==> src/rtl/seg_scan_drv.sv <==
// Six-digit common-anode 7-segment scanner: frame-latched digit word, per-digit
// decode with sign, decimal point, leading-zero blanking and alarm blink.
module seg_scan_drv #(
  parameter int SCAN_CNT  = 50000,
  parameter int BLINK_FRM = 42
) (
  input  logic        sys_clk,
  input  logic        sys_rst,
  input  logic [23:0] dis_data,
  input  logic        en,
  output logic [5:0]  sel,
  output logic [7:0]  seg
);

  localparam int TW = $clog2(SCAN_CNT);
  localparam int FW = (BLINK_FRM > 1) ? $clog2(BLINK_FRM) : 1;
  localparam logic [TW-1:0] TICK_LAST = TW'(SCAN_CNT - 1);
  localparam logic [FW-1:0] FRM_LAST  = FW'(BLINK_FRM - 1);
  localparam logic [23:0]   BLANK_WORD = 24'hAFFFFF;

  logic [TW-1:0] tick_cnt;
  logic [2:0]    idx;
  logic [FW-1:0] frm_cnt;
  logic          blink_phase;
  logic [23:0]   sh_data;
  logic          sh_en;

  logic       scan_tick;
  logic       frame_end;
  logic [3:0] nib;
  logic [6:0] dec;
  logic       dp_n;
  logic [5:0] sel_d;
  logic [7:0] seg_d;

  assign scan_tick = (tick_cnt == TICK_LAST);
  assign frame_end = scan_tick && (idx == 3'd5);

  // NOTE: async reset in the sensitivity list; all state uses non-blocking
  // assignments so every register samples pre-edge values.
  always_ff @(posedge sys_clk or posedge sys_rst) begin
    if (sys_rst) begin
      tick_cnt <= '0;
      idx      <= '0;
    end else begin
      tick_cnt <= scan_tick ? '0 : tick_cnt + 1'b1;
      if (scan_tick) idx <= (idx == 3'd5) ? 3'd0 : idx + 3'd1;
    end
  end

  // Shadow copy only moves at frame boundaries so a scan never mixes two words.
  always_ff @(posedge sys_clk or posedge sys_rst) begin
    if (sys_rst) begin
      sh_data <= BLANK_WORD;
      sh_en   <= 1'b0;
    end else if (frame_end) begin
      sh_data <= dis_data;
      sh_en   <= en;
    end
  end

  always_ff @(posedge sys_clk or posedge sys_rst) begin
    if (sys_rst) begin
      frm_cnt     <= '0;
      blink_phase <= 1'b0;
    end else if (!sh_en) begin
      frm_cnt     <= '0;
      blink_phase <= 1'b0;
    end else if (frame_end) begin
      if (frm_cnt == FRM_LAST) begin
        frm_cnt     <= '0;
        blink_phase <= ~blink_phase;
      end else begin
        frm_cnt <= frm_cnt + 1'b1;
      end
    end
  end

  // NOTE: every always_comb output gets a default first, so no path infers a latch.
  always_comb begin
    nib = 4'h0;
    case (idx)
      3'd0:    nib = sh_data[3:0];
      3'd1:    nib = sh_data[7:4];
      3'd2:    nib = sh_data[11:8];
      3'd3:    nib = sh_data[15:12];
      3'd4:    nib = sh_data[19:16];
      3'd5:    nib = sh_data[23:20];
      default: nib = 4'hF;
    endcase

    dec = 7'h7F;
    case (nib)
      4'h0:    dec = 7'h40;
      4'h1:    dec = 7'h79;
      4'h2:    dec = 7'h24;
      4'h3:    dec = 7'h30;
      4'h4:    dec = 7'h19;
      4'h5:    dec = 7'h12;
      4'h6:    dec = 7'h02;
      4'h7:    dec = 7'h78;
      4'h8:    dec = 7'h00;
      4'h9:    dec = 7'h10;
      4'hB:    dec = 7'h3F;
      default: dec = 7'h7F;
    endcase
    // A zero in the tens position is suppressed; units always shows.
    if (idx == 3'd4 && nib == 4'h0) dec = 7'h7F;

    dp_n  = (idx != 3'd3);
    sel_d = 6'h3F;
    seg_d = 8'hFF;
    if (!(sh_en && blink_phase)) begin
      sel_d = ~(6'b1 << idx);
      seg_d = {dp_n, dec};
    end
  end

  // Registered drive: one-cycle latency from idx, and a single enable per cycle.
  always_ff @(posedge sys_clk or posedge sys_rst) begin
    if (sys_rst) begin
      sel <= 6'h3F;
      seg <= 8'hFF;
    end else begin
      sel <= sel_d;
      seg <= seg_d;
    end
  end

endmodule

==> config.mk <==
export PLATFORM = sky130hd
export DESIGN_NAME = seg_scan_drv
export DESIGN_NICKNAME = d
export VERILOG_FILES = /design/src/rtl/seg_scan_drv.sv
export SDC_FILE = /design/constraint.sdc
export NUM_CORES = 1
export LEC_CHECK = 0
export BUFFER_PORTS_ARGS = -buffer_cell sky130_fd_sc_hd__buf_2
export CAP_MARGIN = 20
export CORE_MARGIN = 2
export CORE_UTILIZATION = 38
export CTS_CLUSTER_SIZE = 10
export DETAILED_ROUTE_END_ITERATION = 6
export GPL_ROUTABILITY_DRIVEN = 0
export HOLD_SLACK_MARGIN = 0.06
export SYNTH_ARGS = -nofsm -noshare
export SYNTH_HDL_FRONTEND = slang
export SYNTH_SLANG_ARGS = --single-unit
==> constraint.sdc <==
create_clock -name sys_clk -period 6.6 [get_ports sys_clk]
set_input_delay 0.33 -clock sys_clk [delete_from_list [all_inputs] [get_ports sys_clk]]
set_output_delay 0.33 -clock sys_clk [all_outputs]
set_load 0.05 [all_outputs]
==> impl_metrics.csv, run 1 <==
group,metric,value,unit
outcome,status,"finished clean",
synth,synth_mux_area_share,3.39,%
clock_tree,clk_latency,0.35,ns
timing,setup_viol,0,
floorplan,io_pins,41,
finish,antenna_cells,0,
clock_tree,post_cts_resized,0,
synth,synth_compound_gate_area_share,9.94,%
setup_path,r2r_slack,3.23,ns
global_route,grt-ovfl-total,0,
timing,grt_setup_unrepaired,"no",
synth,postSynthCellCount,331,
synth,synth.avg_cell_area,9.81,um2
clock_tree,cts_buffers,9,
clock_tree,clk_pin_slew_worst_paths,0.07,ns
detailed_routing,ant_nets,0,
timing,finClkSkew,0.0113,ns
setup_path,reg2reg_depth,12,
clock_tree,htree_levels,3,
floorplan,die_area,9300,um2
synth,synth.top_cell.area_share,28.3,%
floorplan,coreArea,8260,um2
floorplan,start_util,39.3,%
timing,min_period_over_period,51.0,%
clock_tree,ctsHoldBuffers,0,
synth,synthAdderAreaFrac,3.85,%
synth,synth.distinct_cells,60,
synth,synth_seq_area_share,50.7,%
floorplan,die_x,96.4,um
setup_path,critPathCaptureType,"flip-flop",
setup_path,startpoint_type,"flip-flop",
synth,synth_xor_area_share,4.32,%
setup_path,worstPathArrival,3.61,ns
synth,synth_edf_count,0,
floorplan,die_h,96.4,um
timing,hold_viol,0,
setup_path,crit_start,"idx[2]",
setup_path,cp-endpoint,"seg[1]",
setup_path,path_max_fanout,19,
finish,final_area,3660,um2
clock_tree,post_cts_buffers,0,
clock_tree,clockBufferDepth,2,
worst_hold_path,min_from,"dis_data[8]",
timing,slew_headroom,33.9,%
synth,yosys.area_share.simple,23.4,%
run,cap_violations,0,
detailed_routing,vias,2390,
finish,final_util,44.4,%
pwr,vdd_drop_max,0.0982,mV
detailed_routing,drc,0,
timing,finalMaxSlewViolations,0,
synth,synth_top_family_by_area,"simple AND/OR/NAND/NOR gates",
clock_tree,root_buffer,"clkbuf_8",
floorplan,rows,33,
timing,max_freq,297,MHz
timing,min_period,3.37,ns
pwr,p_per_area,193,nW/um2
place,placed_cell_area,3490,um2
timing,tightestPinTransition,0.992,ns
place,io_buffers,40,
clock_tree,cts_num_sinks,64,
global_route,grt_first_pass_wirelength,11300,um
synth,synth_area,3250,um2
worst_hold_path,hold_class,"input pin to flip-flop",
setup_path,r2r-end,"seg[1]",
finish,syn_to_final_growth,12.9,%
synth,ys_seq_elements,64,
synth,async_flop_share,100,%
detailed_routing,drt_iter0_markers,110,
place,dp_hpwl,4550,um
detailed_routing,wl_per_cell,13.8,um
finish,num-nets-final,406,
global_route,grt_max_degree,65,
clock_tree,cts_tree,"done",
setup_path,reg2reg_from,"idx[2]",
synth,synthTopCellsByArea,"dfstp_2 28%, dfrtp_1 22%, nand2_1 11%, ha_1 3.9%, xor2_1 3.0%",
global_route,antenna_found_initial,0,
synth,synth_top_area_cell,"dfstp_2",
finish,n_fill_cell,818,
setup_path,required,6.84,ns
synth,yosys_warnings,0,
detailed_routing,routed_wl,6630,um
timing,final.setup.tns,0,ns
synth,ys.flop_type,"dfstp_2",
detailed_routing,viasPerCell,4.99,
finish,drive_gt1_share,28.3,%
global_route,grt_pass1_vias,2301,
synth,syn_nets,368,
setup_path,crit_type,"flip-flop to flip-flop",
pwr,p_leak,1.61,nW
detailed_routing,dr.pass1.iters,4,
global_route,grt_use_total,16.0,%
## routing by layer
layer  up-vias  wire, um  GRT usage (%)
met4         0        87           5.28
met1      1132      3310           22.9
met3         7       313           5.28
met2        52      2910           22.7
met5         -         0              0
li1       1199         -              -
## power by group
group | switching [W] | total, W | internal [W]
Combinational | 0.00000936 | 0.0000152 | 0.00000589
Clock | 0.000154 | 0.000299 | 0.000145
Sequential | 0 | 0.000393 | 0.000393
Total | 0.000164 | 0.000708 | 0.000544
## cell type report
cell class | instances | area, um2 | share of cell area [%]
clock inverters | 5 | 32.5 | 0.888
well taps | 105 | 131 | 3.58
multi-input cells | 240 | 1460 | 39.8
inverters | 13 | 48.8 | 1.33
flip-flops and latches | 64 | 1650 | 44.9
clock buffers | 11 | 141 | 3.86
repair buffers | 41 | 208 | 5.67
## critical path: stages, from the launching register on
cell	delay (ns)
dfrtp_1	0.78
inv_2	0.15
ha_1	0.35
nor2b_4	0.17
a31oi_1	0.06
o221ai_1	0.40
inv_1	0.17
ha_1	0.23
nor2b_1	0.13
a41oi_1	0.23
nor4_2	0.10
nor2_1	0.30
o221ai_1	0.19
## stage by stage
stage	worst slack [ns]	std cells	total power (W)	hold WS, ns
2_1_floorplan	3.82	331	0.000405	0.413
3_5_place_dp	3.26	463	0.000416	0.449
4_1_cts	3.22	479	0.000720	0.154
3_3_place_gp	3.37	463	0.000415	0.449
5_1_grt	2.87	479	0.000743	0.145
6_report	3.23	479	0.000708	0.161
## worst min-delay path by stage
stage | to | cells past startpoint
floorplan | sh_data[0] | 2
global placement | sh_data[23] | 2
global route | sh_data[8] | 3
CTS | sh_data[12] | 3
finish | sh_data[8] | 3
detailed placement | sh_data[17] | 2
## logic make-up (layout without fill, tap and decap cells)
logic type,count (synthesis),in the layout
compound gates,40,40
xor+xnor,16,16
fa+ha+maj,10,10
buf+inv,27,70
flops,64,64
mux,10,10
simple gates,164,164
## registers in the layout, indices dropped and copies added (netlist names)
register and count:
sh_data 24, idx 3, seg 7, frm_cnt 6
blink_phase 1, sh_en 1, sel 6, tick_cnt 16
## cells in the mapped netlist, types with 2 or more instances
master / count
inv_1: 11
mux2_1: 3
clkbuf_1: 3
nand3b_1: 2
o31ai_1: 4
nand4_1: 2
o21ai_1: 5
a211oi_1: 3
and3_1: 4
nor4b_1: 2
mux2i_1: 5
xnor2_1: 5
buf_2: 6
xor2_1: 11
nor2_1: 19
ha_1: 10
nand3_1: 15
nor4_1: 3
o221ai_1: 6
dfrtp_1: 29
buf_6: 2
nand2_1: 95
or2_2: 2
and2_1: 3
dfstp_2: 35
inv_2: 2
nor2b_1: 3
a21oi_1: 4
o21ai_0: 4
nor4bb_1: 2
nor3_1: 2
## layout by cell type (no fill, tap or decap), types with 3 or more instances in the layout
master,instances
and3_1,4
dfrtp_1,29
o221ai_1,6
xor2_1,11
mux2_1,3
a211oi_1,3
inv_2,3
inv_1,10
clkbuf_8,10
o31ai_1,4
buf_2,40
ha_1,10
mux2i_1,5
xnor2_1,5
nor2_1,19
clkinvlp_4,3
dfstp_2,35
nor2b_1,3
a21oi_1,4
nand3_1,15
and2_1,3
nand2_1,95
nor4_1,3
o21ai_1,5
o21ai_0,4
No activity file was read; power rests on OpenSTA's default activity.
==> inputs of run 2 (changes only) <==
==> constraint.sdc (replaced) <==
create_clock -name sys_clk -period 3.15 [get_ports sys_clk]
set_input_delay 0.1575 -clock sys_clk [delete_from_list [all_inputs] [get_ports sys_clk]]
set_output_delay 0.1575 -clock sys_clk [all_outputs]
set_load 0.05 [all_outputs]
==> run 2 against run 1 <==
Effect of this change: combinational power rose to 3.7 times the previous value; clock skew barely moved; utilization rose by 4.1 points; critical path type unchanged.
==> impl_metrics.csv, run 2 (same netlist as run 1, synthesis figures left out) <==
group,metric,value,unit
floorplan,io_pins,41,
worst_hold_path,min_to,"sh_data[9]",
finish,largest_reg_flops,24,
setup_path,critPathCaptureType,"flip-flop",
timing,final.setup.tns,0,ns
place,io_buffers,40,
setup_path,path_buf_inv,1,
global_route,grt_use_total,16.6,%
finish,antenna_cells,0,
detailed_routing,ant_nets,0,
place,dp_hpwl,4920,um
detailed_routing,wl_per_cell,13.6,um
run,cap_violations,0,
finish,drive_gt1_share,28.4,%
setup_path,cp_common_cell,"ha_1",
setup_path,cpMaxStageDelayCell,"dfrtp_1",
setup_path,reg2reg_depth,12,
setup_path,worstPathArrival,3.21,ns
global_route,antenna_found_initial,0,
timing,tightestPinTransition,0.896,ns
timing,grt_setup_unrepaired,"no",
setup_path,r2r-end,"seg[3]",
global_route,grt_pass1_vias,2436,
pwr,p_leak,1.77,nW
timing,max_freq,340,MHz
detailed_routing,drt_iter0_markers,140,
setup_path,critPathTopFamily,"compound AO/OA/AOI/OAI gates",
floorplan,rows,33,
clock_tree,root_buffer,"clkbuf_8",
timing,min_period_over_period,93.5,%
floorplan,die_x,96.4,um
global_route,grt_max_degree,45,
finish,seqCellArea,1650,um2
pwr,p_sw_share,24.7,%
setup_path,startpoint_type,"flip-flop",
worst_hold_path,min_from,"sh_data[9]",
pwr,internal_power,0.00115,W
setup_path,required,3.41,ns
finish,multi_input_area,1470,um2
worst_hold_path,hold_depth,2,
finish,final_common_cell,"nand2_1",
setup_path,crit_type,"flip-flop to flip-flop",
setup_path,crit_path_max_incr_delay,0.41,ns
timing,min_period,2.95,ns
place,placed_cell_area,3550,um2
clock_tree,clockBufferDepth,2,
detailed_routing,routed_wl,7000,um
finish,syn_to_final_growth,23.4,%
clock_tree,clk_latency,0.35,ns
clock_tree,cts_buffers,9,
setup_path,path_cells,"and2_1 -> ha_1 -> nor2b_4 -> a211oi_1 -> o221ai_2 -> inv_1 -> ha_1 -> nor2b_1 -> a41oi_1 -> nor4_4 -> nor2_1 -> o221ai_1",
outcome,status,"finished clean",
clock_tree,cts_num_sinks,64,
global_route,grt_first_pass_wirelength,11600,um
setup_path,reg2reg_from,"idx[1]",
finish,top_register,"sh_data",
clock_tree,cts_tree,"done",
timing,slew_headroom,40.2,%
pwr,p_switching,0.000376,W
clock_tree,clk_pin_slew_worst_paths,0.08,ns
detailed_routing,drc,0,
setup_path,path_max_fanout,8,
timing,hold_viol,0,
timing,setup_viol,0,
setup_path,r2r_slack,0.20,ns
finish,largestRegisters,"sh_data x24, tick_cnt x16, seg x7",
detailed_routing,dr.pass1.iters,4,
floorplan,die_h,96.4,um
timing,finalMaxSlewViolations,0,
finish,final_area,4010,um2
worst_hold_path,hold_class,"flip-flop to flip-flop",
global_route,grt-ovfl-total,0,
clock_tree,post_cts_buffers,0,
floorplan,start_util,39.3,%
timing,finClkSkew,0.0116,ns
pwr,p_per_area,381,nW/um2
finish,n_fill_cell,798,
finish,final_cell_mix,"95 x nand2_1, 40 x buf_2, 35 x dfstp_2",
pwr,vdd_drop_max,0.175,mV
finish,num-nets-final,440,
pwr,pwr-share-seq,54.0,%
floorplan,coreArea,8260,um2
pwr,p_clk_share,42.3,%
detailed_routing,viasPerCell,4.91,
floorplan,die_area,9300,um2
detailed_routing,vias,2519,
pwr,p_comb_share,3.7,%
clock_tree,htree_levels,3,
==> run 2: changes by cell type in the layout (fill, tap and decap cells not counted), moves of 2 or more <==
cell / previous run / this run
buf_4: 1 / 9
clkinv_4: 0 / 2
dlygate4sd3_1: 0 / 26
inv_6: 0 / 2
==> run 2: routing by layer <==
layer / up-vias / part of all wire [%] / track usage, %
li1: 1271 / - / -
met1: 1196 / 49 / 22.3
met2: 42 / 46 / 26.2
met3: 10 / 3.1 / 3.26
met4: 0 / 1.9 / 7.39
met5: - / 0 / 0
==> run 2: worst max-delay path by stage <==
stage,from,end,slack (ns),cells past startpoint
5_1_grt,idx[1],seg[5],0.003,12
2_1_floorplan,idx[1],seg[0],0.37,14
6_report,idx[1],seg[3],0.20,12
3_5_place_dp,idx[1],seg[0],0.12,12
3_3_place_gp,idx[1],seg[5],0.33,12
4_1_cts,idx[1],seg[0],0.07,12
==> run 2: power by group through the flow <==
| stage | combinational [W] | sequential, W | clock [W] |
|---|---|---|---|
| finish | 0.0000565 | 0.000824 | 0.000644 |
| global route | 0.0000639 | 0.000823 | 0.000698 |
| floorplan | 0.0000120 | 0.000838 | 0 |
| CTS | 0.0000574 | 0.000824 | 0.000665 |
| detailed placement | 0.0000331 | 0.000838 | 0 |
| global placement | 0.0000331 | 0.000838 | 0 |
==> run 2: cell type report <==
type,count,area share (%)
flip-flops and latches,64,41.1
multi-input cells,240,36.8
clock inverters,7,1.37
inverters,13,1.22
repair buffers,75,13.2
well taps,105,3.28
clock buffers,9,3.09
==> run 2: per-stage QoR <==
stage | utilization, % | setup WS, ns | std cells | hold WS, ns | power, W
after floorplan | - | 0.370 | 331 | 0.241 | 0.000850
after global placement | 43.0 | 0.327 | 471 | 0.347 | 0.000871
after detailed placement | 43.0 | 0.118 | 471 | 0.352 | 0.000871
after CTS | 48.3 | 0.0747 | 513 | 0.461 | 0.00155
after global routing | 48.5 | 0.00262 | 513 | 0.478 | 0.00159
final | 48.5 | 0.205 | 513 | 0.460 | 0.00152
==> run 2: tightest hold or removal path, stage by stage, from the launching register on <==
cell and delay (ns):
dfstp_2 0.37, nand2_1 0.05, nand2_1 0.04
==> run 2: repair_timing <==
action	CTS	global route
gates resized for setup	0	2
hold buffers	26	0
endpoints found under the setup margin	0	7
hold endpoints to repair	54	0
==> inputs of run 3 (changes only) <==
--- a/config.mk
+++ b/config.mk
@@ -5,12 +5,11 @@
 export SDC_FILE = /design/constraint.sdc
 export NUM_CORES = 1
 export LEC_CHECK = 0
-export BUFFER_PORTS_ARGS = -buffer_cell sky130_fd_sc_hd__buf_2
 export CAP_MARGIN = 20
 export CORE_MARGIN = 2
-export CORE_UTILIZATION = 38
-export CTS_CLUSTER_SIZE = 10
+export CORE_UTILIZATION = 25
 export DETAILED_ROUTE_END_ITERATION = 6
+export DONT_BUFFER_PORTS = 1
 export GPL_ROUTABILITY_DRIVEN = 0
 export HOLD_SLACK_MARGIN = 0.06
 export SYNTH_ARGS = -nofsm -noshare
==> run 3 against run 2 <==
Effect of this change: sequential share of layout area up 0.051 points; die area is 50% higher; clock skew shrank 0.0052 ns; setup slack improved by 0.085 ns; cell count increased by 5.1%; highest routed layer unchanged; utilization decreased by 17 points; critical path type unchanged; via count decreased by 3.7%; flip-flop and latch count unchanged.
==> impl_metrics.csv, run 3 (same netlist as run 1, synthesis figures left out) <==
group,metric,value,unit
timing,slew_headroom,64.0,%
pwr,p_clk_share,51.3,%
finish,top_register,"sh_data",
finish,drive_gt1_share,19.6,%
timing,tightestPinTransition,0.540,ns
global_route,antenna_found_initial,0,
finish,final_cell_mix,"95 x nand2_1, 35 x dfstp_2, 29 x dfrtp_1",
timing,finClkSkew,0.00642,ns
global_route,grt_first_pass_wirelength,12300,um
timing,fin_ws,0.290,ns
place,place_inst,497,
pwr,internal_power,0.00144,W
clock_tree,cts_num_sinks,64,
floorplan,die_x,118,um
global_route,grt-ovfl-total,0,
floorplan,coreArea,12700,um2
clock_tree,clockBufferDepth,2,
detailed_routing,viasPerCell,4.50,
pwr,vdd_drop_max,0.326,mV
setup_path,reg2reg_from,"idx[1]",
pwr,p_leak,1.69,nW
detailed_routing,drc,0,
pwr,p_switching,0.000345,W
pwr,p_comb_share,2.6,%
finish,final_common_cell,"nand2_1",
outcome,status,"finished clean",
floorplan,rows,41,
setup_path,r2r_slack,0.29,ns
timing,min_period,2.86,ns
clock_tree,htree_levels,3,
floorplan,die_h,118,um
finish,largestRegisters,"sh_data x24, tick_cnt x16, seg x7",
pwr,p_sw_share,19.3,%
place,dp_slack,0.253,ns
clock_tree,post_cts_buffers,0,
timing,fin_hold_ws,0.160,ns
setup_path,worstPathArrival,3.08,ns
timing,final.setup.tns,0,ns
pwr,p_per_area,447,nW/um2
setup_path,crit_type,"flip-flop to flip-flop",
detailed_routing,wl_per_cell,13.3,um
setup_path,startpoint_type,"flip-flop",
setup_path,path_max_fanout,13,
detailed_routing,drt_iter0_markers,149,
finish,antenna_cells,0,
detailed_routing,routed_wl,7190,um
clock_tree,clk_pin_slew_worst_paths,0.05,ns
setup_path,r2r-end,"seg[4]",
place,dp_hpwl,5150,um
finish,largest_reg_flops,24,
timing,finalMaxSlewViolations,0,
floorplan,io_pins,41,
timing,min_period_over_period,90.8,%
timing,hold_viol,0,
setup_path,reg2reg_depth,11,
floorplan,die_area,13900,um2
global_route,grt_max_degree,48,
finish,syn_to_final_growth,23.2,%
floorplan,start_util,25.6,%
timing,setup_viol,0,
timing,grt_setup_unrepaired,"no",
finish,n_fill_cell,1329,
timing,max_freq,350,MHz
clock_tree,root_buffer,"clkbuf_16",
global_route,grt_pass1_vias,2502,
finish,layout.cells.non_filler,539,
clock_tree,clk_latency,0.33,ns
detailed_routing,vias,2425,
global_route,grt_use_total,11.1,%
detailed_routing,ant_nets,0,
clock_tree,cts_tree,"done",
worst_hold_path,hold_class,"input pin to async pin",
setup_path,required,3.37,ns
setup_path,critPathCaptureType,"flip-flop",
pwr,pwr-share-seq,46.2,%
finish,num-nets-final,400,
detailed_routing,dr.pass1.iters,4,
place,io_buffers,0,
run,cap_violations,0,
clock_tree,cts_buffers,9,
## run 3: power groups by stage
stage | clock (W) | sequential, W | combinational, W
after floorplan | 0 | 0.000838 | 0.0000120
after global placement | 0 | 0.000838 | 0.0000176
after detailed placement | 0 | 0.000838 | 0.0000181
after CTS | 0.000943 | 0.000825 | 0.0000441
after global routing | 0.000981 | 0.000825 | 0.0000513
final | 0.000917 | 0.000826 | 0.0000458
## run 3: how the worst max path moves through the flow
stage	from	to	depth (start not counted)
finish	idx[1]	seg[4]	11
global route	idx[1]	seg[4]	11
CTS	idx[1]	seg[5]	11
detailed placement	idx[1]	seg[4]	11
global placement	idx[1]	seg[2]	11
floorplan	idx[1]	seg[0]	14
## run 3: what timing repair did
item / CTS / global route
hold endpoints to repair: 53 / 0
endpoints found under the setup margin: 0 / 7
hold buffers: 26 / 0
gates resized for setup: 0 / 2
## run 3: layer usage
metal	wire (um)	share of wire (%)	up-vias	GRT usage, %
met2	3290	46	44	17.0
li1	-	-	1188	-
met4	82	1.1	0	3.46
met3	226	3.1	11	3.54
met1	3590	50	1182	15.0
met5	0	0	-	0
## run 3: metrics by stage
step / total power, W / instance area [um2] / utilization (%)
after detailed placement: 0.000856 / 3430 / 27.0
after CTS: 0.00181 / 3970 / 31.3
after global placement: 0.000855 / 3430 / 27.0
after floorplan: 0.000850 / 3250 / -
final: 0.00179 / 4000 / 31.6
after global routing: 0.00186 / 4000 / 31.6
## run 3: cell type report
type / instances / area [um2] / share of cell area, %
timing repair buffer: 35 / 340 / 8.51
inverter: 13 / 48.8 / 1.22
sequential: 64 / 1650 / 41.1
tap: 172 / 215 / 5.38
multi-input combinational: 240 / 1470 / 36.8
clock buffer: 15 / 278 / 6.94
## run 3: critical path, cell delays in order, from the launching register on
cell and delay, ns:
dfrtp_1 0.36, buf_4 0.20, mux2_1 0.34, a221oi_1 0.33, o221ai_2 0.20, inv_1 0.15, ha_1 0.19, nor2b_1 0.14
a41oi_1 0.18, nor4_4 0.27, nor4_1 0.09, o31ai_1 0.30
